[src/rtl/gap_feeder_if.sv]
// rtl/gap_feeder_if.sv - pixel-in / beat-out bus between a pixel source and gap_feeder
//
// Signals:
//   i_start    source -> feeder  one-cycle pulse arming a new feature map
//   i_valid    source -> feeder  pixel valid
//   i_data     source -> feeder  pixel value (DW bits, unsigned)
//   o_ready    feeder -> source  pixel accepted on an edge where i_valid && o_ready
//   o_writeAdd feeder -> sink    one-cycle beat qualifier
//   o_data     feeder -> sink    packed beat, first pixel in the top lane
//   o_done     feeder -> sink    map complete, held until the next accepted i_start
interface gap_feeder_if #(
  parameter int LANES = 9,
  parameter int DW    = 10
) ();
  logic                  i_start;
  logic                  i_valid;
  logic [DW-1:0]         i_data;
  logic                  o_ready;
  logic                  o_writeAdd;
  logic [LANES*DW-1:0]   o_data;
  logic                  o_done;

  modport master (
    output i_start, i_valid, i_data,
    input  o_ready, o_writeAdd, o_data, o_done
  );

  modport slave (
    input  i_start, i_valid, i_data,
    output o_ready, o_writeAdd, o_data, o_done
  );
endinterface

[src/rtl/gap_feeder.sv]
// rtl/gap_feeder.sv - packs a serial pixel stream into LANES-wide beats for global average pooling
//
// Ports:
//   i_clk    clock, all state changes on the rising edge
//   i_reset  asynchronous active-low reset
//   bus      gap_feeder_if.slave (i_start/i_valid/i_data in, o_ready/o_writeAdd/o_data/o_done out)
//
// Pixels of one map are accepted at full rate while in FILL. The first pixel of
// each beat lands in the most significant lane. A beat is emitted on the cycle
// after its last lane fills, or after the final pixel of the map, in which case
// the unfilled lanes are zero.
module gap_feeder #(
  parameter int N_PIX = 4096,
  parameter int LANES = 9,
  parameter int DW    = 10
) (
  input  logic        i_clk,
  input  logic        i_reset,
  gap_feeder_if.slave bus
);

  localparam int PCW = $clog2(N_PIX + 1);
  localparam int LCW = (LANES > 1) ? $clog2(LANES) : 1;
  localparam int BW  = LANES * DW;

  typedef enum logic [1:0] {IDLE, FILL, DONE} state_t;

  state_t           state_q, state_n;
  logic [PCW-1:0]   pix_cnt;
  logic [LCW-1:0]   lane_cnt;
  logic [BW-1:0]    pack_q;
  logic [BW-1:0]    pack_ins;
  logic [BW-1:0]    data_q;
  logic             ready_q;
  logic             wadd_q;
  logic             done_q;

  logic accept;
  logic last_pix;
  logic beat_end;
  logic start_ok;

  assign accept   = bus.i_valid && ready_q;
  assign last_pix = (pix_cnt == PCW'(N_PIX - 1));
  assign beat_end = (lane_cnt == LCW'(LANES - 1));
  assign start_ok = bus.i_start && (state_q == IDLE || state_q == DONE);

  // Current pack with the incoming pixel dropped into its lane; lane 0 is the top slice.
  always_comb begin
    pack_ins = pack_q;
    for (int l = 0; l < LANES; l++) begin
      if (lane_cnt == LCW'(l)) begin
        pack_ins[(LANES - l) * DW - 1 -: DW] = bus.i_data;
      end
    end
  end

  always_comb begin
    state_n = state_q;
    case (state_q)
      IDLE:    if (bus.i_start)       state_n = FILL;
      FILL:    if (accept && last_pix) state_n = DONE;
      DONE:    if (bus.i_start)       state_n = FILL;
      default:                        state_n = IDLE;
    endcase
  end

  always_ff @(posedge i_clk or negedge i_reset) begin
    if (!i_reset) begin
      state_q <= IDLE;
    end else begin
      state_q <= state_n;
    end
  end

  always_ff @(posedge i_clk or negedge i_reset) begin
    if (!i_reset) begin
      ready_q  <= 1'b0;
      wadd_q   <= 1'b0;
      done_q   <= 1'b0;
      data_q   <= '0;
      pack_q   <= '0;
      pix_cnt  <= '0;
      lane_cnt <= '0;
    end else begin
      // Ready is a registered copy of "next state is FILL", so it is high exactly in FILL.
      ready_q <= (state_n == FILL);
      wadd_q  <= 1'b0;
      if (start_ok) begin
        done_q <= 1'b0;
      end
      if (accept) begin
        // The output register frees the pack immediately, so filling never stalls.
        if (beat_end || last_pix) begin
          data_q <= pack_ins;
          wadd_q <= 1'b1;
          pack_q <= '0;
        end else begin
          pack_q <= pack_ins;
        end
        if (last_pix) begin
          lane_cnt <= '0;
          pix_cnt  <= '0;
          done_q   <= 1'b1;
        end else begin
          lane_cnt <= beat_end ? '0 : lane_cnt + LCW'(1);
          pix_cnt  <= pix_cnt + PCW'(1);
        end
      end
    end
  end

  assign bus.o_ready    = ready_q;
  assign bus.o_writeAdd = wadd_q;
  assign bus.o_data     = data_q;
  assign bus.o_done     = done_q;

endmodule

[src/flat_wrapper.sv]
// flat-port wrapper written by rule: the top's interface ports become plain ports
module gap_feeder_flat 
#(
  parameter int N_PIX = 4096,
  parameter int LANES = 9,
  parameter int DW    = 10
)
  (i_clk, i_reset, bus_i_start, bus_i_valid, bus_i_data, bus_o_ready, bus_o_writeAdd, bus_o_data, bus_o_done);
  gap_feeder_if #(.LANES(LANES), .DW(DW)) bus_i ();
  input  logic i_clk;
  input  logic i_reset;
  input wire logic [$bits(bus_i.i_start)-1:0] bus_i_start;
  input wire logic [$bits(bus_i.i_valid)-1:0] bus_i_valid;
  input wire logic [$bits(bus_i.i_data)-1:0] bus_i_data;
  output wire logic [$bits(bus_i.o_ready)-1:0] bus_o_ready;
  output wire logic [$bits(bus_i.o_writeAdd)-1:0] bus_o_writeAdd;
  output wire logic [$bits(bus_i.o_data)-1:0] bus_o_data;
  output wire logic [$bits(bus_i.o_done)-1:0] bus_o_done;
  assign bus_i.i_start = bus_i_start;
  assign bus_i.i_valid = bus_i_valid;
  assign bus_i.i_data = bus_i_data;
  assign bus_o_ready = bus_i.o_ready;
  assign bus_o_writeAdd = bus_i.o_writeAdd;
  assign bus_o_data = bus_i.o_data;
  assign bus_o_done = bus_i.o_done;
  gap_feeder #(.N_PIX(N_PIX), .LANES(LANES), .DW(DW)) u_core (.i_clk(i_clk), .i_reset(i_reset), .bus(bus_i));
endmodule
[config.mk]
export PLATFORM = sky130hd
export DESIGN_NAME = gap_feeder_flat
export DESIGN_NICKNAME = d
export VERILOG_FILES = /design/src/rtl/gap_feeder_if.sv /design/src/rtl/gap_feeder.sv /design/src/flat_wrapper.sv
export SDC_FILE = /design/constraint.sdc
export NUM_CORES = 1
export LEC_CHECK = 0
export CELL_PAD_IN_SITES_DETAIL_PLACEMENT = 0
export CELL_PAD_IN_SITES_GLOBAL_PLACEMENT = 1
export CORE_MARGIN = 2
export CORE_UTILIZATION = 50
export CTS_CLUSTER_DIAMETER = 120
export DETAILED_ROUTE_END_ITERATION = 16
export DONT_BUFFER_PORTS = 1
export GPL_ROUTABILITY_DRIVEN = 0
export GPL_TIMING_DRIVEN = 0
export MAX_ROUTING_LAYER = met4
export PLACE_DENSITY = 0.79
export SETUP_SLACK_MARGIN = 0.15
export SYNTH_ARGS = -nofsm -noshare
export SYNTH_HDL_FRONTEND = slang
export SYNTH_SLANG_ARGS = --single-unit
[constraint.sdc]
create_clock -name i_clk -period 2.43 [get_ports i_clk]
set_clock_uncertainty 0.15 [all_clocks]
set_input_delay 0.486 -clock i_clk [delete_from_list [all_inputs] [get_ports i_clk]]
set_output_delay 0.486 -clock i_clk [all_outputs]
set_load 0.01 [all_outputs]
; ---- Yosys cells after proc, flatten, opt, wreduce, memory -nomap -nowiden
; Index checks and enable logic that the tools add are counted.
[word_totals]
reg_bits = 202
latch_bits = 0
mem_bits_rw = 0
rom_bits = 0
output_inout_bits = 93
memories = 0
[classes]
n_addsub = 2
mul = 0
div = 0
order_cmp = 0
eq_ne = 12
n_shift = 0
muxes = 21
bitwise = 0
n_reduce_logical = 9
[op_table]
columns = operator, n
row1 = two-way mux 10 bit, 9
row2 = two-way mux 90 bit, 1
row3 = equality test 4 x 3 -> 1 bit (second input constant), 4
row4 = adder 13 x 1 -> 13 bit (second input constant), 1
row5 = equality test 13 x 12 -> 1 bit (second input constant), 1
row6 = two-way mux 13 bit, 1
row7 = equality test 4 x 2 -> 1 bit (second input constant), 2
row8 = two-way mux 4 bit, 2
row9 = two-way mux 1 bit, 5
row10 = adder 4 x 1 -> 4 bit (second input constant), 1
row11 = equality test 2 x 1 -> 1 bit (second input constant), 2
row12 = equality test 4 x 1 -> 1 bit (second input constant), 1
row13 = equality test 4 bit (second input constant), 1
row14 = logical NOT 4 bit, 1
row15 = two-way mux 2 bit, 2
row16 = one-hot mux 2 bit (2 select lines), 1
row17 = logical AND 1 bit, 3
row18 = equality test 2 bit (second input constant), 1
row19 = logical NOT 2 bit, 1
row20 = logical OR 1 bit, 2
row21 = AND reduction 2 bit, 1
row22 = OR reduction 2 bit, 1

; ---- Depth between registers and ports, before layout
[logic_depth]
depth_word = 6
depth_mapped = 9
ltp_nobuf = 6

; ---- Least setup slack after synthesis
; No wires, ideal clock.
[synth_timing]
kind = register -> register
start = register u_core.pix_cnt[0]
end = register u_core.data_q[26], in the netlist u_core.bus.o_data[26]
setup_ns = 0.124
arrival_ns = 1.799
t_required_ns = 2.156
slack_ns = 0.356
path_stages_with_launch = 9
path_buffers = 3
synth_period_minus_slack_ns = 2.074
cell_sequence = dfrtp_1 -> ha_1 -> nand4_2 -> nor4_4 -> or2_1 -> buf_2 -> buf_4 -> buf_4 -> a21oi_1
[synth_via]
elab_chain_len = 3
[synth_lines]
columns = item, line
row1 = from (decl), gap_feeder.sv:29  ; logic [PCW-1:0] pix_cnt;
row2 = from (signal assigned), gap_feeder.sv:107  ; pix_cnt <= pix_cnt + PCW'(1);
row3 = equality test 13 x 12 -> 1 bit, gap_feeder.sv:44  ; assign last_pix = (pix_cnt == PCW'(N_PIX - 1));
row4 = logical OR 1 bit, gap_feeder.sv:94  ; if (beat_end || last_pix) begin
row5 = AND reduction 2 bit (no line), --
row6 = to (signal assigned), gap_feeder.sv:95  ; data_q <= pack_ins;
row7 = to (decl), gap_feeder.sv:33  ; logic [BW-1:0] data_q;
; Every way passes these cells.
; A chain may end at the register's enable or synchronous reset.

; ---- Final worst setup path
[layout_timing]
start = register u_core.pix_cnt[0]
end = register u_core.pack_q[77]
[layout_via]
elab_chain_len = 3
[layout_lines]
columns = item, line
row1 = equality test 13 x 12 -> 1 bit, gap_feeder.sv:44
row2 = logical OR 1 bit, gap_feeder.sv:94
row3 = two-way mux 90 bit, gap_feeder.sv:94
row4 = to (signal assigned), gap_feeder.sv:99  ; pack_q <= pack_ins;
row5 = to (decl), gap_feeder.sv:31  ; logic [BW-1:0] pack_q;
; Every way passes these cells.

==> metrics.md <==
| Metric | Value |
|---|---|
| Slowest cell on crit path | `a311oi_2` |
| Port buffer count | `0` |
| H-tree Lvls | `1` |
| Number of nets with antenna violations after routing | `0` |
| Mapped Area | `8810 um^2` |
| Largest cells by area after synthesis | `dfrtp_1 (57%), mux2i_1 (9.1%), a21oi_1 (5.9%)` |
| Violation count after the first detailed-route iteration | `532` |
| Post-synthesis xor/xnor area fraction | `0.895%` |
| DRC viols | `0` |
| Worst path cell trace | `ha_4 -> nand4_4 -> nor4_4 -> buf_4 -> buf_4 -> a311oi_2 -> a32o_1` |
| Yosys cell types | `39` |
| Most used cell, CP | `buf_4` |
| Crit. End Element | `flip-flop` |
| Primary FF master, synth | `dfrtp_1` |
| Number of global-route vias before repair | `6,589` |
| Number of synthesized flops with an enable pin | `0` |
| R2r setup slk | `190 ps` |
| Routed vias | `~6,500` |
| Largest net degree at the start of global routing | `203` |
| FF+latch count, synth | `just over 200` |
| Post-Synth Adder-Cell Area | `less than 1%` |
| CP required | `between 2000 and 3000 ps` |
| Die area | `about 19,000 um^2` |
| Most common cell in the synthesized netlist | `dfrtp_1` |
| Crit-path leading delay family | `compound AO/OA/AOI/OAI gates` |
| Synth top area share | `57.4%` |
| Power Density | `~1300 nW/um^2` |
| Syn_nets | `roughly 820` |
| Kind of critical path | `reg -> reg` |
| Startpoint Class | `flip-flop` |
| Register area share after synthesis | `between 50 and 60%` |
| Design area | `a little over 10,000 um^2` |
| Slew HR | `approximately 46%` |
| Hold slack final | `-473 ps` |
| Total GRT Usage | `26.2%` |
| Clock transition at path regs | `60 ps` |
| First-pass GRT wire length | `between 30,000 and 40,000 um` |
| Final hold vios | `202` |
| Violated checks | `negative hold slack` |
| DP Area | `slightly above 9000 um^2` |
| Clock sink count | `202` |
| Synth Area in Compound Gates | `14.4%` |
| Main combinational cell family by area after synthesis | `compound AO/OA/AOI/OAI gates` |
| Static Leak | `4.74 nW` |
| Slew Viols, Final | `0` |
| Initial Utilization | `51.1%` |
| Top cells by count, synth | `dfrtp_1 (202), a21oi_1 (104), nor3_1 (94)` |
| Max_cap viols | `0` |
| Drt wl/cell | `22.1 um` |
| Crit share post-route | `92.2%` |
| Layout area overhead | `14.5%` |
| RSZ-0062 raised after global routing | `yes` |
| Yosys top cell by area | `dfrtp_1` |
| DP Wirelength | `15,500 um` |
| Max Root-Sink Buffers | `3` |
| Number of I/O pins | `107` |
| Core box area | `17,200 um^2` |
| Slowest cell delay on critical path | `660 ps` |
| Rows | `48` |
| Total grt overflow | `0` |
| Peak supply drop | `0.000669 V` |
| Buf+Inv Stages, Crit Path | `2` |
| Peak Freq | `between 400 and 500 MHz` |
| CP max FO | `10` |
| Nets | `roughly 850` |
| Async S/R FF share, synth | `100%` |
| Syn_area_per_cell | `11.0 um^2` |
| Register Area | `5060 um^2` |
| Average via count per standard cell | `6.13` |
| Proportion of layout cells with a drive suffix above 1 | `13.7%` |
| DRT Pass-1 Iters | `5` |
| Clk_lat worst skew | `500 ps` |
| Status | `complete, but fails checks` |
| # fillers | `1,437` |
| Initial antenna violation count | `0` |
| TNS Setup | `0 ps` |
| Num CTS Buffers | `22` |
| Die H | `137 um` |
| Mux share of post-synthesis cell area | `~9.1%` |
| Area of the multi-input gates | `3530 um^2` |
| Hold Path Class | `in -> async` |
| Arrival @ worst endpoint | `2520 ps` |
| Post-synthesis simple-gate area fraction | `13.7%` |
| Cells after Synth | `799` |
| Yosys warns | `0` |
| Setup Viol. Count Final | `0` |
| CTS root buffer | `clkbuf_16` |
| Width of the die | `137 um` |
| CTS tree | `done` |
| Slew @ Worst Pin | `between 800 and 900 ps` |
| Final WL | `23,600 um` |
| Crit path time final | `2240 ps` |
| ANT cells | `0` |
[per-layer routing]
layer	vias up	wire [um]	GRT usage, %
met1	3337	10300	35.8
met4	0	297	5.15
met5	-	0	-
li1	2949	-	-
met3	28	1910	5.85
met2	229	11100	40.7
[flip-flops by register name, summed over array words and instances (netlist names)]
name / flops
u_core.pack_q: 90
u_core.pix_cnt: 13
u_core.bus.o_done: 1
u_core.lane_cnt: 4
u_core.state_q: 2
u_core.bus.o_writeAdd: 1
u_core.bus.o_data: 90
u_core.bus.o_ready: 1
[power by group]
group	internal [W]	total [W]	leakage [nW]	switching [W]
logic	0.00171	0.00372	1.82	0.00201
clock network	0.00213	0.00343	0.365	0.00130
registers	0.00477	0.00614	2.55	0.00137
[layout make-up]
class | count | area share, %
buffer | 66 | 3.98
clock buffer | 31 | 6.30
clock inverter | 6 | 1.08
inverter | 3 | 0.112
multi-input combinational | 526 | 35.0
sequential | 202 | 50.1
tap | 225 | 2.79
timing repair buffer | 8 | 0.596
[repair_timing]
item / CTS / global route
hold endpoints to repair: 202 / 202
buffers inserted: 4 / 4
gates resized for setup: 17 / 50
endpoints found under the setup margin: 188 / 175
pin swaps: 1 / 3
[path summary, 6_finish.rpt]
path                            cells after the start         startpoint                     to
worst max-delay path                                7  u_core.pix_cnt[0]      u_core.pack_q[77]
worst min-delay path                                0            i_reset  u_core.bus.o_data[56]
worst max register to register                      7  u_core.pix_cnt[0]      u_core.pack_q[77]
worst min register to register                      1  u_core.pack_q[38]      u_core.pack_q[38]
max in group asynchronous                           0            i_reset      u_core.pix_cnt[1]
min in group i_clk                                  2        bus_i_start     u_core.bus.o_ready
[metrics by stage]
stage	setup slack [ps]	power, W	util, %	cells
global route	126	0.0141	58.5	1067
finish	191	0.0133	58.5	1067
global placement	-180	0.00946	52.7	1024
floorplan	356	0.00860	-	799
CTS	56.5	0.0132	57.6	1065
detailed placement	-217	0.00967	52.7	1024
[cell usage in the layout, fill, tap and decap left out, types with 2 or more instances in the layout]
master     netlist  final
ha_4             0      2
or3_1            2      2
nor3_1          94     93
a21o_1           3      3
nand4b_1         2      2
ha_1             5      3
a32o_1          20     20
clkbuf_2         0     12
nor2_2           0      2
a31oi_1         10     10
a22o_1          40     40
xor2_1           2      2
clkinv_2         0      2
buf_6            0     10
nor2b_1         15     14
clkbuf_4         0      5
xnor2_1          7      7
nand4_1          4      4
nor4_1           2      2
dfrtp_1        202    201
buf_2           27     21
clkbuf_16        0     23
nand3_1          6      4
bufinv_16        0      3
mux2i_1         80     79
o21ai_0          8      8
and3_1          10     10
nand3b_1         4      4
nand2_1         75     74
clkbuf_1        29     19
clkbuf_8         0      3
nor2_4           0      2
buf_4           11     10
a21oi_1        104    104
nand3_2          0      2
inv_1            3      2
nor2_1          14     10
nand2b_1         2      2
and2_0           3      3
nor3_4           0      3
[cell families (layout without fill, tap and decap cells)]
| logic type | after synthesis | count (layout) |
|---|---|---|
| buffers and inverters | 71 | 114 |
| AND/OR/NAND/NOR | 241 | 241 |
| XOR/XNOR | 9 | 9 |
| multiplexers | 80 | 80 |
| flip-flops | 202 | 202 |
| adder cells (fa/ha/maj) | 5 | 5 |
| AO/OA/AOI/OAI | 191 | 191 |
Power figures use the tool's default switching activity.
